==> src/rtl/mem_arb_pkg.sv <==
// mem_arb_pkg: shared state/owner encodings and latched-transaction type for mem_arbiter
package mem_arb_pkg;
  localparam logic [1:0] IDLE = 2'd0;
  localparam logic [1:0] BUSY = 2'd1;
  localparam logic [1:0] RESP = 2'd2;
  localparam logic OWN_I = 1'b0;
  localparam logic OWN_D = 1'b1;
  typedef struct packed {
    logic        own;
    logic        wr;
    logic        flt;
    logic [31:0] addr;
    logic [31:0] wdata;
  } txn_t;
endpackage

==> src/rtl/rr_arbiter2.sv <==
// rr_arbiter2: combinational 2-way round-robin pick, req[0]=fetch, req[1]=data, one-hot gnt
module rr_arbiter2
  import mem_arb_pkg::*;
(
  input  logic [1:0] req,
  input  logic       last_winner,
  output logic [1:0] gnt
);
  assign gnt[0] = req[0] && (!req[1] || last_winner == OWN_D);
  assign gnt[1] = req[1] && (!req[0] || last_winner == OWN_I);
endmodule

==> src/rtl/mem_arbiter.sv <==
// mem_arbiter: round-robin fetch/LSU arbiter sequencing one fixed-latency memory access at a time
module mem_arbiter
  import mem_arb_pkg::*;
#(
  parameter logic [31:0] rom_end     = 32'd64000,
  parameter int          mem_latency = 1
) (
  input  logic        clk,
  input  logic        reset,
  input  logic        i_req,
  input  logic [31:0] i_addr,
  output logic        i_gnt,
  output logic        i_rvalid,
  output logic [31:0] i_rdata,
  output logic        i_fault,
  input  logic        d_req,
  input  logic        d_write,
  input  logic [31:0] d_addr,
  input  logic [31:0] d_wdata,
  output logic        d_gnt,
  output logic        d_rvalid,
  output logic [31:0] d_rdata,
  output logic        d_fault,
  output logic [31:0] mem_address,
  output logic [31:0] mem_data_in,
  output logic        mem_write,
  input  logic [31:0] mem_data_out
);
  localparam logic [3:0] lat = 4'(mem_latency);
  logic [1:0]  state;
  logic        last_winner;
  logic [3:0]  cnt;
  logic [1:0]  gnt;
  logic        grant;
  logic [31:0] n_addr;
  logic        n_wr;
  logic        n_flt;
  logic        resp;
  logic [31:0] rdata;
  txn_t        cur;
  rr_arbiter2 u_rr (
    .req        ({d_req, i_req}),
    .last_winner(last_winner),
    .gnt        (gnt)
  );
  assign grant  = reset && state == IDLE && |gnt;
  assign n_addr = gnt[1] ? d_addr : i_addr;
  assign n_wr   = gnt[1] && d_write;
  assign n_flt  = n_addr[1:0] != 2'b00 || (n_wr && n_addr < rom_end);
  always_ff @(posedge clk or negedge reset) begin
    if (!reset) begin
      state       <= IDLE;
      last_winner <= OWN_I;
      cnt         <= '0;
      cur         <= '0;
    end else begin
      if (grant) begin
        cur         <= '{own: gnt[1], wr: n_wr, flt: n_flt, addr: n_addr, wdata: d_wdata};
        last_winner <= gnt[1];
      end
      cnt   <= grant ? lat : state == BUSY ? cnt - 4'd1 : cnt;
      state <= grant ? (n_flt ? RESP : BUSY) : state == BUSY ? (cnt == 4'd1 ? RESP : BUSY) : IDLE;
    end
  end
  assign i_gnt       = grant && !gnt[1];
  assign d_gnt       = grant && gnt[1];
  assign resp        = state == RESP;
  assign rdata       = cur.wr || cur.flt ? '0 : mem_data_out;
  assign i_rvalid    = resp && cur.own == OWN_I;
  assign i_rdata     = i_rvalid ? rdata : '0;
  assign i_fault     = i_rvalid && cur.flt;
  assign d_rvalid    = resp && cur.own == OWN_D;
  assign d_rdata     = d_rvalid ? rdata : '0;
  assign d_fault     = d_rvalid && cur.flt;
  assign mem_address = cur.addr;
  assign mem_data_in = cur.wdata;
  assign mem_write   = state == BUSY && cnt == lat && cur.wr;
endmodule

==> config.mk <==
export PLATFORM = sky130hd
export DESIGN_NAME = mem_arbiter
export DESIGN_NICKNAME = d
export VERILOG_FILES = /design/src/rtl/mem_arb_pkg.sv /design/src/rtl/rr_arbiter2.sv /design/src/rtl/mem_arbiter.sv
export SDC_FILE = /design/constraint.sdc
export NUM_CORES = 1
export LEC_CHECK = 0
export ABC_AREA = 1
export BUFFER_PORTS_ARGS = -buffer_cell sky130_fd_sc_hd__clkbuf_2
export CORE_AREA = 2 2 104 106
export CTS_BUF_LIST = sky130_fd_sc_hd__clkbuf_8
export DETAILED_ROUTE_END_ITERATION = 10
export DIE_AREA = 0 0 106 108
export GPL_TIMING_DRIVEN = 0
export PLACE_DENSITY_LB_ADDON = 0.2
export SYNTH_ARGS = -nofsm -noshare
export SYNTH_HDL_FRONTEND = slang
export SYNTH_SLANG_ARGS = --single-unit
==> constraint.sdc <==
create_clock -name clk -period 1.7 [get_ports clk]
set_input_delay 0.085 -clock clk [delete_from_list [all_inputs] [get_ports clk]]
set_output_delay 0.085 -clock clk [all_outputs]
set_load 0.02 [all_outputs]
Word-level counts from Yosys, hierarchy flattened
Index checks and enable logic that the tools add are counted.
Widths: inputs -> output; s select.
{"block": "totals", "wordCells": 48, "ff_bits": 73, "in_bits": 133}
{"block": "classes", "n_addsub": 1, "order_cmp": 1, "n_mux": 10, "eq_ne": 3, "bitwise_logic": 1, "reduce_logical": 25}
{"cell": "$mux 32", "count": 4}
{"cell": "$lt 32x16->1 const B", "count": 1}
{"cell": "$logic_and 1x1->1", "count": 14}
{"cell": "$mux 2", "count": 4}
{"cell": "$mux 4", "count": 2}
{"cell": "$eq 4x1->1 const B", "count": 1}
{"cell": "$logic_or 1x1->1", "count": 4}
{"cell": "$reduce_bool 2->1", "count": 2}
{"cell": "$sub 4x1->4 const B", "count": 1}
{"cell": "$logic_not 1->1", "count": 3}
{"cell": "$eq 2x1->1 const B", "count": 1}
{"cell": "$eq 2x2->1 const B", "count": 1}
{"cell": "$logic_not 2->1", "count": 1}
{"cell": "$reduce_or 2->1", "count": 1}
{"cell": "$not 1->1", "count": 1}

Depth between registers and ports, before layout
Gate-level depths: netlist of run 1.
{"block": "logic_depth", "ltp_word": 9, "depth_mapped": 12}

Modules after synthesis
A second synthesis of run 1 with hierarchy kept.
{"block": "unflattened", "hier_cells": 613, "hier_area_um2": 4287.9}
{"module": "mem_arbiter", "n_inst": 1, "area_each_um2": 4260.3, "seq_area_each_um2": 1826.8, "cells_each": 609}
{"module": "rr_arbiter2", "n_inst": 1, "area_each_um2": 27.5, "seq_area_each_um2": 0.0, "cells_each": 4}

Least setup slack after synthesis of run 1
Ideal clock, no wire load.
{"block": "synth_timing", "kind": "register -> output", "from": "register state[0]", "to": "output d_rdata[22]", "stages_incl_launch_ff": 5, "path_slack_ps": -245, "t_arrival_ps": 1860, "path_cell_list": "dfrtp_1 nor3_1 inv_1 clkbuf_1 nor3_1"}
{"block": "synth_between", "elab_chain_cells": 3}
{"item": "from (decl)", "line_no": "mem_arbiter.sv:30", "text": "logic [1:0] state;"}
{"item": "from (signal assigned)", "line_no": "mem_arbiter.sv:62", "text": "state <= grant ? (n_flt ? RESP : BUSY) : state == BUSY ? (cnt == 4'd1 ? RESP : BUSY) : IDLE;"}
{"item": "$eq 2x2->1", "line_no": "mem_arbiter.sv:67", "text": "assign resp = state == RESP;"}
{"item": "$logic_and 1x1->1", "line_no": "mem_arbiter.sv:72", "text": "assign d_rvalid = resp && cur.own == OWN_D;"}
{"item": "net d_rvalid", "line_no": "mem_arbiter.sv:21", "text": "output logic d_rvalid,"}
{"item": "$mux 32", "line_no": "mem_arbiter.sv:73", "text": "assign d_rdata = d_rvalid ? rdata : '0;"}
{"item": "to (decl)", "line_no": "mem_arbiter.sv:22", "text": "output logic [31:0] d_rdata,"}
The timed path passes the listed nets, and every way through them passes these cells.

Worst setup path in the final report of run 1
{"block": "layout_timing", "from": "register state[0]", "to": "output d_rdata[3]"}
{"block": "layout_between", "elab_chain_cells": 3}
{"item": "$eq 2x2->1", "line_no": "mem_arbiter.sv:67"}
{"item": "$logic_and 1x1->1", "line_no": "mem_arbiter.sv:72"}
{"item": "$mux 32", "line_no": "mem_arbiter.sv:73"}
No other way between the ends.

==> results of run 1 <==
[per-stage QoR]
step	TNS, ns	util (%)	hold slack (ns)	setup slack (ns)
2_1_floorplan	-1.40	-	-0.211	-0.0244
3_3_place_gp	-88.94	56.9	0.287	-1.09
3_5_place_dp	-18.20	57.2	0.0952	-0.297
4_1_cts	-3.82	69.2	0.00438	-0.0887
5_1_grt	-3.91	75.0	0.0266	-0.183
6_report	-0.444	75.0	0.0313	-0.0860
[cell usage after synthesis]
cell and n:
ha_1 2, buf_2 8, clkbuf_1 22, o211a_1 1, nor2_1 17, clkinv_1 2
o22a_1 1, nand4_1 2, inv_2 1, nand3_1 30, nand3b_1 2, nor3_1 66
nand2_2 1, dfrtp_1 73, buf_6 1, a21oi_1 4, inv_1 49, buf_4 65
nor4_1 1, nand2_1 256, o21ai_0 10
[cells in the final DEF, fill, tap and decap left out, types with 5 or more instances in the layout]
cell	n
clkbuf_2	203
nand3_1	28
o21ai_0	9
nor3_1	5
buf_12	6
buf_2	6
dfrtp_1	72
clkbuf_8	18
nand2_2	13
nand2_1	242
clkbuf_1	5
nor2_1	13
dlygate4sd3_1	48
buf_4	137
nor3_2	43
nor3_4	18
inv_2	5
buf_6	17
inv_1	44
[sequential cells by signal, indices dropped and copies added, names as in the netlist]
signal and count:
mem_address 32, mem_data_in 32, cnt 4, cur 3
state 2
[critical path: stages, from the launching register on]
cell,delay [ns]
dfrtp_2,0.45
nor3_4,0.25
inv_4,0.09
clkbuf_16,0.18
nor3_1,0.19
buf_4,0.19
[power by group]
part | internal (W) | switching [W]
sequential | 0.00255 | 0.000465
combinational | 0.00307 | 0.00430
clock | 0.000530 | 0.000704
total | 0.00616 | 0.00546
[area by class of cell]
class / count / area [um2]
diodes: 1 / 2.50
plain buffers: 96 / 787
clock buffers: 9 / 124
clock inverters: 7 / 46.3
fillers: 812 / 2550
inverters: 52 / 204
multi-input cells: 393 / 2150
flip-flops and latches: 73 / 1830
well taps: 136 / 170
repair buffers: 343 / 2360
[final timing paths]
| check | slack [ns] | to | startpoint | depth (start not counted) |
|---|---|---|---|---|
| setup / recovery | -0.09 | d_rdata[3] | state[0] | 5 |
| min in group asynchronous | 0.40 | mem_data_in[23] | reset | 4 |
| hold / removal | 0.03 | cur[65] | d_write | 3 |
| hold reg to reg | 0.46 | cnt[3] | cnt[3] | 1 |
| setup reg to reg | 0.05 | state[1] | cur[66] | 12 |
| max in group asynchronous | 0.56 | mem_data_in[20] | reset | 5 |
[per-layer routing]
| layer | vias up | global-route usage [%] | share of wire (%) |
|---|---|---|---|
| li1 | 2549 | - | - |
| met4 | 0 | 9.02 | 2.3 |
| met5 | - | 0 | 0 |
| met1 | 2356 | 30.0 | 38 |
| met2 | 232 | 47.0 | 53 |
| met3 | 34 | 5.55 | 6.7 |
[cells by family after synthesis]
kind of cell | count (synthesis) | share of synthesized area [%]
buffers and inverters | 148 | 19.0
AOI/OAI and AO/OA | 16 | 2.06
DFF | 73 | 42.5
and+or+nand+nor | 375 | 35.9
adders and majority gates | 2 | 0.581
[what timing repair did]
action | in CTS | in global routing
setup buffers | 7 | 15
endpoints found under the hold margin | 70 | 0
resized for setup | 138 | 196
cloned | 1 | 1
pin swaps | 2 | 12
hold buffers | 51 | 0
setup endpoints to repair | 67 | 100
==> results.json, run 1 <==
{
  "start_util_pct": 42.1,
  "ir_worst_vdd_mv": 0.868,
  "end_kind": "primary output",
  "drive_above_1_share_pct": 50.9,
  "crit_fanout": 10,
  "core_area_um2": 10200,
  "clk_pin_slew_ns": 0.07,
  "slew_headroom_pct": 69.5,
  "die_x_um": 106,
  "totalWireLength_um": 16400,
  "grt_pass1_wl_um": 23200,
  "grt_overflow_total": 0,
  "dp_hpwl_um": 10200,
  "synth_top_area_cell": "dfrtp_1",
  "worst_slack_ns": -0.0860,
  "critPathRequiredTime_ns": 1.62,
  "fmax_ghz": 0.560,
  "ys_seq_area_share_pct": 42.5,
  "finalPower_w": 0.0116,
  "dp.cells": 1018,
  "port_buffers": 267,
  "start_kind": "flip-flop",
  "placed_area_um2": 5850,
  "clk_latency_ns": 0.35,
  "power.density_nw_per_um2": 1510,
  "synth_nets": 749,
  "setup_viol": 15,
  "area_delta_synth_final_pct": 78.4,
  "ys_types": 21,
  "ys_ff_latch": 73,
  "grt_pass1_vias": 4874,
  "syn-instance-count": 614,
  "post-route-period-util_pct": 105,
  "rows": 37,
  "finalNetCount": 1103,
  "final_antenna_net_count": 0,
  "cap_violations": 0,
  "final_area_um2": 7680,
  "drc": 0,
  "num_vias": 5171,
  "p_leak_nw": 4.38,
  "cts_buffers": 9,
  "fp.dieArea_um2": 11400,
  "status": "finished with violations",
  "synth_area_um2": 4300,
  "finalMaxSlewViolations": 0,
  "violations": "setup timing",
  "synth_top_area_share_pct": 42.5,
  "clkSinkCount": 73,
  "htree_num_levels": 3,
  "num_io_pins": 268,
  "gp_congestion": 0.801,
  "viasPerCell": 4.66,
  "stdcell_count": 1110,
  "grt_max_degree": 43,
  "clockBufferDepth": 2,
  "tightest_slew_ns": 0.458,
  "hold_viol_final": 0,
  "crit_type": "flip-flop to primary output",
  "die_h_um": 108,
  "dr.pass1.iters": 4,
  "hold_path_class": "primary input to flip-flop",
  "min_period_ns": 1.79,
  "ys.warnings.count": 0,
  "synth.area.top_cells": "dfrtp_1 42%, nand2_1 22%, buf_4 11%",
  "cts_tree": "done",
  "drtIter0Drc": 289,
  "antenna_found_initial": 0,
  "crit_arrival_ns": 1.70,
  "syn_area_per_cell_um2": 7.01,
  "grt_usage_pct": 25.8,
  "wl_per_cell_um": 14.8,
  "grt_setup_unrepaired": "true",
  "fin_worst_skew_ns": 0.0147,
  "root_buffer": "clkbuf_8"
}
(Power assumes the default switching activity.)
==> run 2, diff against run 1 <==
- PLACE_DENSITY: unset -> 0.76
- PLACE_DENSITY_LB_ADDON: 0.2 -> unset
==> results.json, run 2 (synthesized netlist as in run 1, its figures left out) <==
{
  "status": "finished with violations",
  "clkSinkCount": 73,
  "num_io_pins": 268,
  "post-route-util_pct": 74.5,
  "layout.cells.most_common": "nand2_1",
  "grt_setup_unrepaired": "true",
  "dr.pass1.iters": 5,
  "totalWireLength_um": 16700,
  "violations": "setup timing",
  "power.density_nw_per_um2": 1550,
  "crit_family": "buffers and inverters",
  "wl_met2_um": 8840,
  "gp_congestion": 0.843,
  "core_area_um2": 10200,
  "clk_latency_ns": 0.35,
  "setup_viol": 51,
  "grt_pass1_vias": 5157,
  "start_util_pct": 42.1,
  "fmax_ghz": 0.518,
  "root_buffer": "clkbuf_8",
  "slowest_stage": "dfrtp_2",
  "antenna_cells": 0,
  "cp_cell_sequence": "nor3_4 > inv_4 > clkbuf_8 > nor3_1 > buf_2",
  "clk_pin_slew_ns": 0.07,
  "drc": 0,
  "num_vias": 5320,
  "wl_met3_um": 1040,
  "final_antenna_net_count": 0,
  "finalNetCount": 1091,
  "dp_hpwl_um": 10700,
  "crit_type": "flip-flop to primary output",
  "fin_worst_skew_ns": 0.00890,
  "p_leak_nw": 4.33,
  "hold_path_class": "primary input to flip-flop",
  "drtIter0Drc": 367,
  "finalMaxSlewViolations": 0,
  "cts_tree": "done",
  "worst_slack_ns": -0.230,
  "placed_area_um2": 5840,
  "ir_worst_vdd_mv": 0.910,
  "grt_pass1_wl_um": 24600,
  "start_kind": "flip-flop",
  "area_delta_synth_final_pct": 77.2,
  "fillers": 740,
  "port_buffers": 267,
  "crit_arrival_ns": 1.84,
  "final_area_um2": 7630,
  "hold_viol_final": 0,
  "die_h_um": 108,
  "wl_met1_um": 6190,
  "grt_usage_pct": 27.1,
  "die_x_um": 106,
  "cap_violations": 0,
  "grt_max_degree": 38,
  "htree_num_levels": 3,
  "crit_fanout": 7,
  "viasPerCell": 4.85,
  "clockBufferDepth": 2,
  "cts_buffers": 9,
  "antenna_found_initial": 0,
  "rows": 37,
  "min_period_ns": 1.93,
  "wl_per_cell_um": 15.3,
  "drive_above_1_share_pct": 50.2,
  "fp.dieArea_um2": 11400,
  "slew_headroom_pct": 70.6,
  "layout_common_cells": "245 x nand2_1, 200 x clkbuf_2, 124 x buf_4",
  "tightest_slew_ns": 0.441,
  "end_kind": "primary output",
  "grt_overflow_total": 0,
  "cp_num_buf_inv": 3,
  "post-route-period-util_pct": 114,
  "slowest_delay_ns": 0.46,
  "critPathRequiredTime_ns": 1.62,
  "pre_cts_ws_ns": -0.304,
  "maxUsedRoutingLayer": "met4"
}
-- run 2: area by class of cell --
cell class	instances	area, um2	area share, %
Timing Repair Buffer	331	2280	29.9
Multi-Input combinational cell	393	2170	28.4
Sequential cell	73	1830	24.0
Buffer	96	756	9.91
Inverter	52	206	2.71
Tap cell	136	170	2.23
Clock buffer	10	138	1.80
Clock inverter	5	78.8	1.03
-- run 2: per-layer routing --
layer / up-vias / track usage, %
li1: 2515 / -
met1: 2500 / 29.0
met2: 246 / 51.3
met3: 59 / 4.94
met4: 0 / 13.4
met5: - / 0
-- run 2: per-stage QoR --
stage	std cells	setup TNS [ns]	total power, W	hold slack (ns)
6_report	1096	-1.79	0.0118	0.0109
5_1_grt	1096	-4.99	0.0126	0.0312
4_1_cts	1091	-1.09	0.0111	0.00159
3_5_place_dp	1018	-19.59	0.00886	0.118
3_3_place_gp	1017	-84.86	0.00877	0.286
2_1_floorplan	614	-1.40	0.00708	-0.211
-- run 2: path summary, 6_finish.rpt --
path | from | end | slack [ns] | cells after the start
max | state[0] | i_rdata[16] | -0.23 | 5
min | d_write | cur[65] | 0.01 | 3
max reg2reg | cur[66] | state[1] | 0.08 | 11
min reg2reg | mem_data_in[23] | mem_data_in[23] | 0.47 | 2
max in group asynchronous | reset | mem_address[10] | 0.88 | 6
min in group asynchronous | reset | mem_data_in[31] | 0.56 | 6
-- run 2: tightest hold or removal path: stages --
cell      delay [ns]
clkbuf_2        0.10
nand3_1         0.07
o21ai_0         0.06
-- run 2: repair_timing --
action / in CTS / in global routing
gates resized for setup: 138 / 198
setup buffers: 2 / 4
hold buffers: 53 / 0
gates cloned: 3 / 1
pin swaps: 3 / 11
hold endpoints to repair: 112 / 0
setup endpoints to repair: 67 / 91
-- run 2: where the power goes --
part	internal, W	switching [W]	total (W)
combinational	0.00295	0.00434	0.00728
clock	0.000859	0.000643	0.00150
sequential	0.00256	0.000491	0.00305
total	0.00636	0.00547	0.0118
==> run 3, diff against run 2 <==
- CORE_AREA: 2 2 104 106 -> unset
- CORE_MARGIN: unset -> 2
- CORE_UTILIZATION: unset -> 33
- DIE_AREA: 0 0 106 108 -> unset
- PLACE_DENSITY: 0.76 -> 0.62
==> results.json, run 3 (synthesized netlist as in run 1, its figures left out) <==
{
  "status": "finished with violations",
  "violations": "hold timing, setup timing",
  "critPathRequiredTime_ns": 1.62,
  "antenna_cells": 0,
  "post-route-util_pct": 59.9,
  "drc": 0,
  "power.switching_w": 0.00532,
  "p_int_w": 0.00638,
  "finalNetCount": 1093,
  "fp.dieArea_um2": 14000,
  "totalWireLength_um": 16100,
  "p_seq_share_pct": 25.8,
  "crit_type": "flip-flop to primary output",
  "grt_pass1_wl_um": 24700,
  "wl_per_cell_um": 14.2,
  "num_io_pins": 268,
  "power_frac_comb_pct": 60.8,
  "gp_congestion": 0.873,
  "port_buffers": 267,
  "grt_setup_unrepaired": "true",
  "start_util_pct": 34.0,
  "hold_viol_final": 50,
  "rows": 41,
  "grt_max_degree": 52,
  "fin_setup_tns_ns": -0.403,
  "core_area_um2": 12700,
  "clk_latency_ns": 0.36,
  "multiInputGateArea_um2": 2150,
  "fin_worst_skew_ns": 0.0142,
  "min_period_ns": 1.77,
  "clk_pin_slew_ns": 0.07,
  "final_area_um2": 7590,
  "die_x_um": 118,
  "start_kind": "flip-flop",
  "viasPerCell": 4.49,
  "setup_viol": 28,
  "dp_hpwl_um": 11000,
  "clkSinkCount": 73,
  "grt_pass1_vias": 5043,
  "postCtsHoldBufs": 48,
  "ir_worst_vdd_mv": 0.937,
  "htree_num_levels": 3,
  "hold_ws_ns": -0.272,
  "cts_tree": "done",
  "root_buffer": "clkbuf_8",
  "hold_path_class": "primary input to async pin",
  "final_antenna_net_count": 0,
  "layout.cells.most_common": "nand2_1",
  "ff_latch_area_um2": 1830,
  "fillers": 1154,
  "placed_area_um2": 5890,
  "antenna_found_initial": 0,
  "tightest_slew_ns": 1.03,
  "crit_arrival_ns": 1.69,
  "dp.cells": 1054,
  "num_vias": 5092,
  "stdcell_count": 1135,
  "sw_frac_of_total_pct": 45.5,
  "worst_slack_ns": -0.0703,
  "crit_fanout": 10,
  "p_leak_nw": 4.30,
  "post-route-period-util_pct": 104,
  "drive_above_1_share_pct": 49.8,
  "grt_overflow_total": 0,
  "cap_violations": 0,
  "cts_buffers": 9,
  "power.density_nw_per_um2": 1540,
  "fmax_ghz": 0.565,
  "clockBufferDepth": 2,
  "grt_usage_pct": 22.0,
  "finalMaxSlewViolations": 0,
  "pwr-share-clk_pct": 13.4,
  "slew_headroom_pct": 31.3,
  "area_delta_synth_final_pct": 76.3,
  "dr.pass1.iters": 5,
  "drtIter0Drc": 230,
  "end_kind": "primary output",
  "die_h_um": 118,
  "layout_common_cells": "245 x nand2_1, 198 x clkbuf_2, 136 x buf_4"
}
[run 3: changes by cell type in the layout (fill, tap and decap cells not counted), moves of 2 or more]
cell,previous run,this run
buf_4,124,136
nor3_2,44,51
nor3_4,19,12
buf_12,7,2
buf_6,21,16
buf_8,7,3
clkbuf_1,7,10
clkbuf_8,13,16
inv_1,41,44
clkbuf_2,200,198
clkinv_2,3,1
[run 3: final cells by class]
cell class | count | share of cell area, %
Sequential cell | 73 | 24.1
Clock inverter | 5 | 0.940
Tap cell | 172 | 2.84
Inverter | 52 | 2.74
Multi-Input combinational cell | 394 | 28.4
Timing Repair Buffer | 332 | 29.2
Clock buffer | 11 | 2.00
Buffer | 96 | 9.81
[run 3: critical path, stage by stage, from the launching register on]
cell and delay, ns:
dfrtp_2 0.45, nor3_4 0.27, inv_4 0.10, buf_8 0.16, nor3_1 0.17, buf_4 0.18
[run 3: path summary, 6_finish.rpt]
kind                       cells past startpoint              end  slack [ns]           start
setup / recovery                               5       d_rdata[5]       -0.07        state[0]
hold / removal                                 2  mem_address[14]       -0.27           reset
setup reg to reg                              12         state[1]       -0.01         cur[66]
hold reg to reg                                2   mem_data_in[6]        0.48  mem_data_in[6]
max in group asynchronous                      2   mem_address[7]        0.57           reset
min in group clk                               3  mem_address[30]        0.04      d_addr[30]
[run 3: metrics by stage]
stage                     total power (W)  setup WS [ns]
after floorplan                   0.00708        -0.0244
after global placement            0.00883          -1.12
after detailed placement          0.00887         -0.262
after CTS                          0.0113        -0.0650
after global routing               0.0125         -0.156
final                              0.0117        -0.0703
[run 3: routing by layer]
metal,up-vias,global-route usage (%),share of wire [%]
met5,-,0,0
met4,0,7.00,2.4
met3,28,6.47,6.7
met2,197,41.3,52
met1,2342,23.5,39
li1,2525,-,-
[run 3: timing repair]
action / in CTS / in global routing
gates resized for setup: 162 / 154
buffers inserted: 8 / 4
setup endpoints to repair: 68 / 71
endpoints found under the hold margin: 63 / 50
pin swaps: 3 / 8
gates cloned: 3 / 2
[run 3: power by group through the flow]
stage	sequential, W	combinational, W	clock [W]
after floorplan	0.00291	0.00417	0
after global placement	0.00301	0.00582	0
after detailed placement	0.00301	0.00586	0
after CTS	0.00302	0.00669	0.00160
after global routing	0.00313	0.00773	0.00166
final	0.00302	0.00712	0.00156
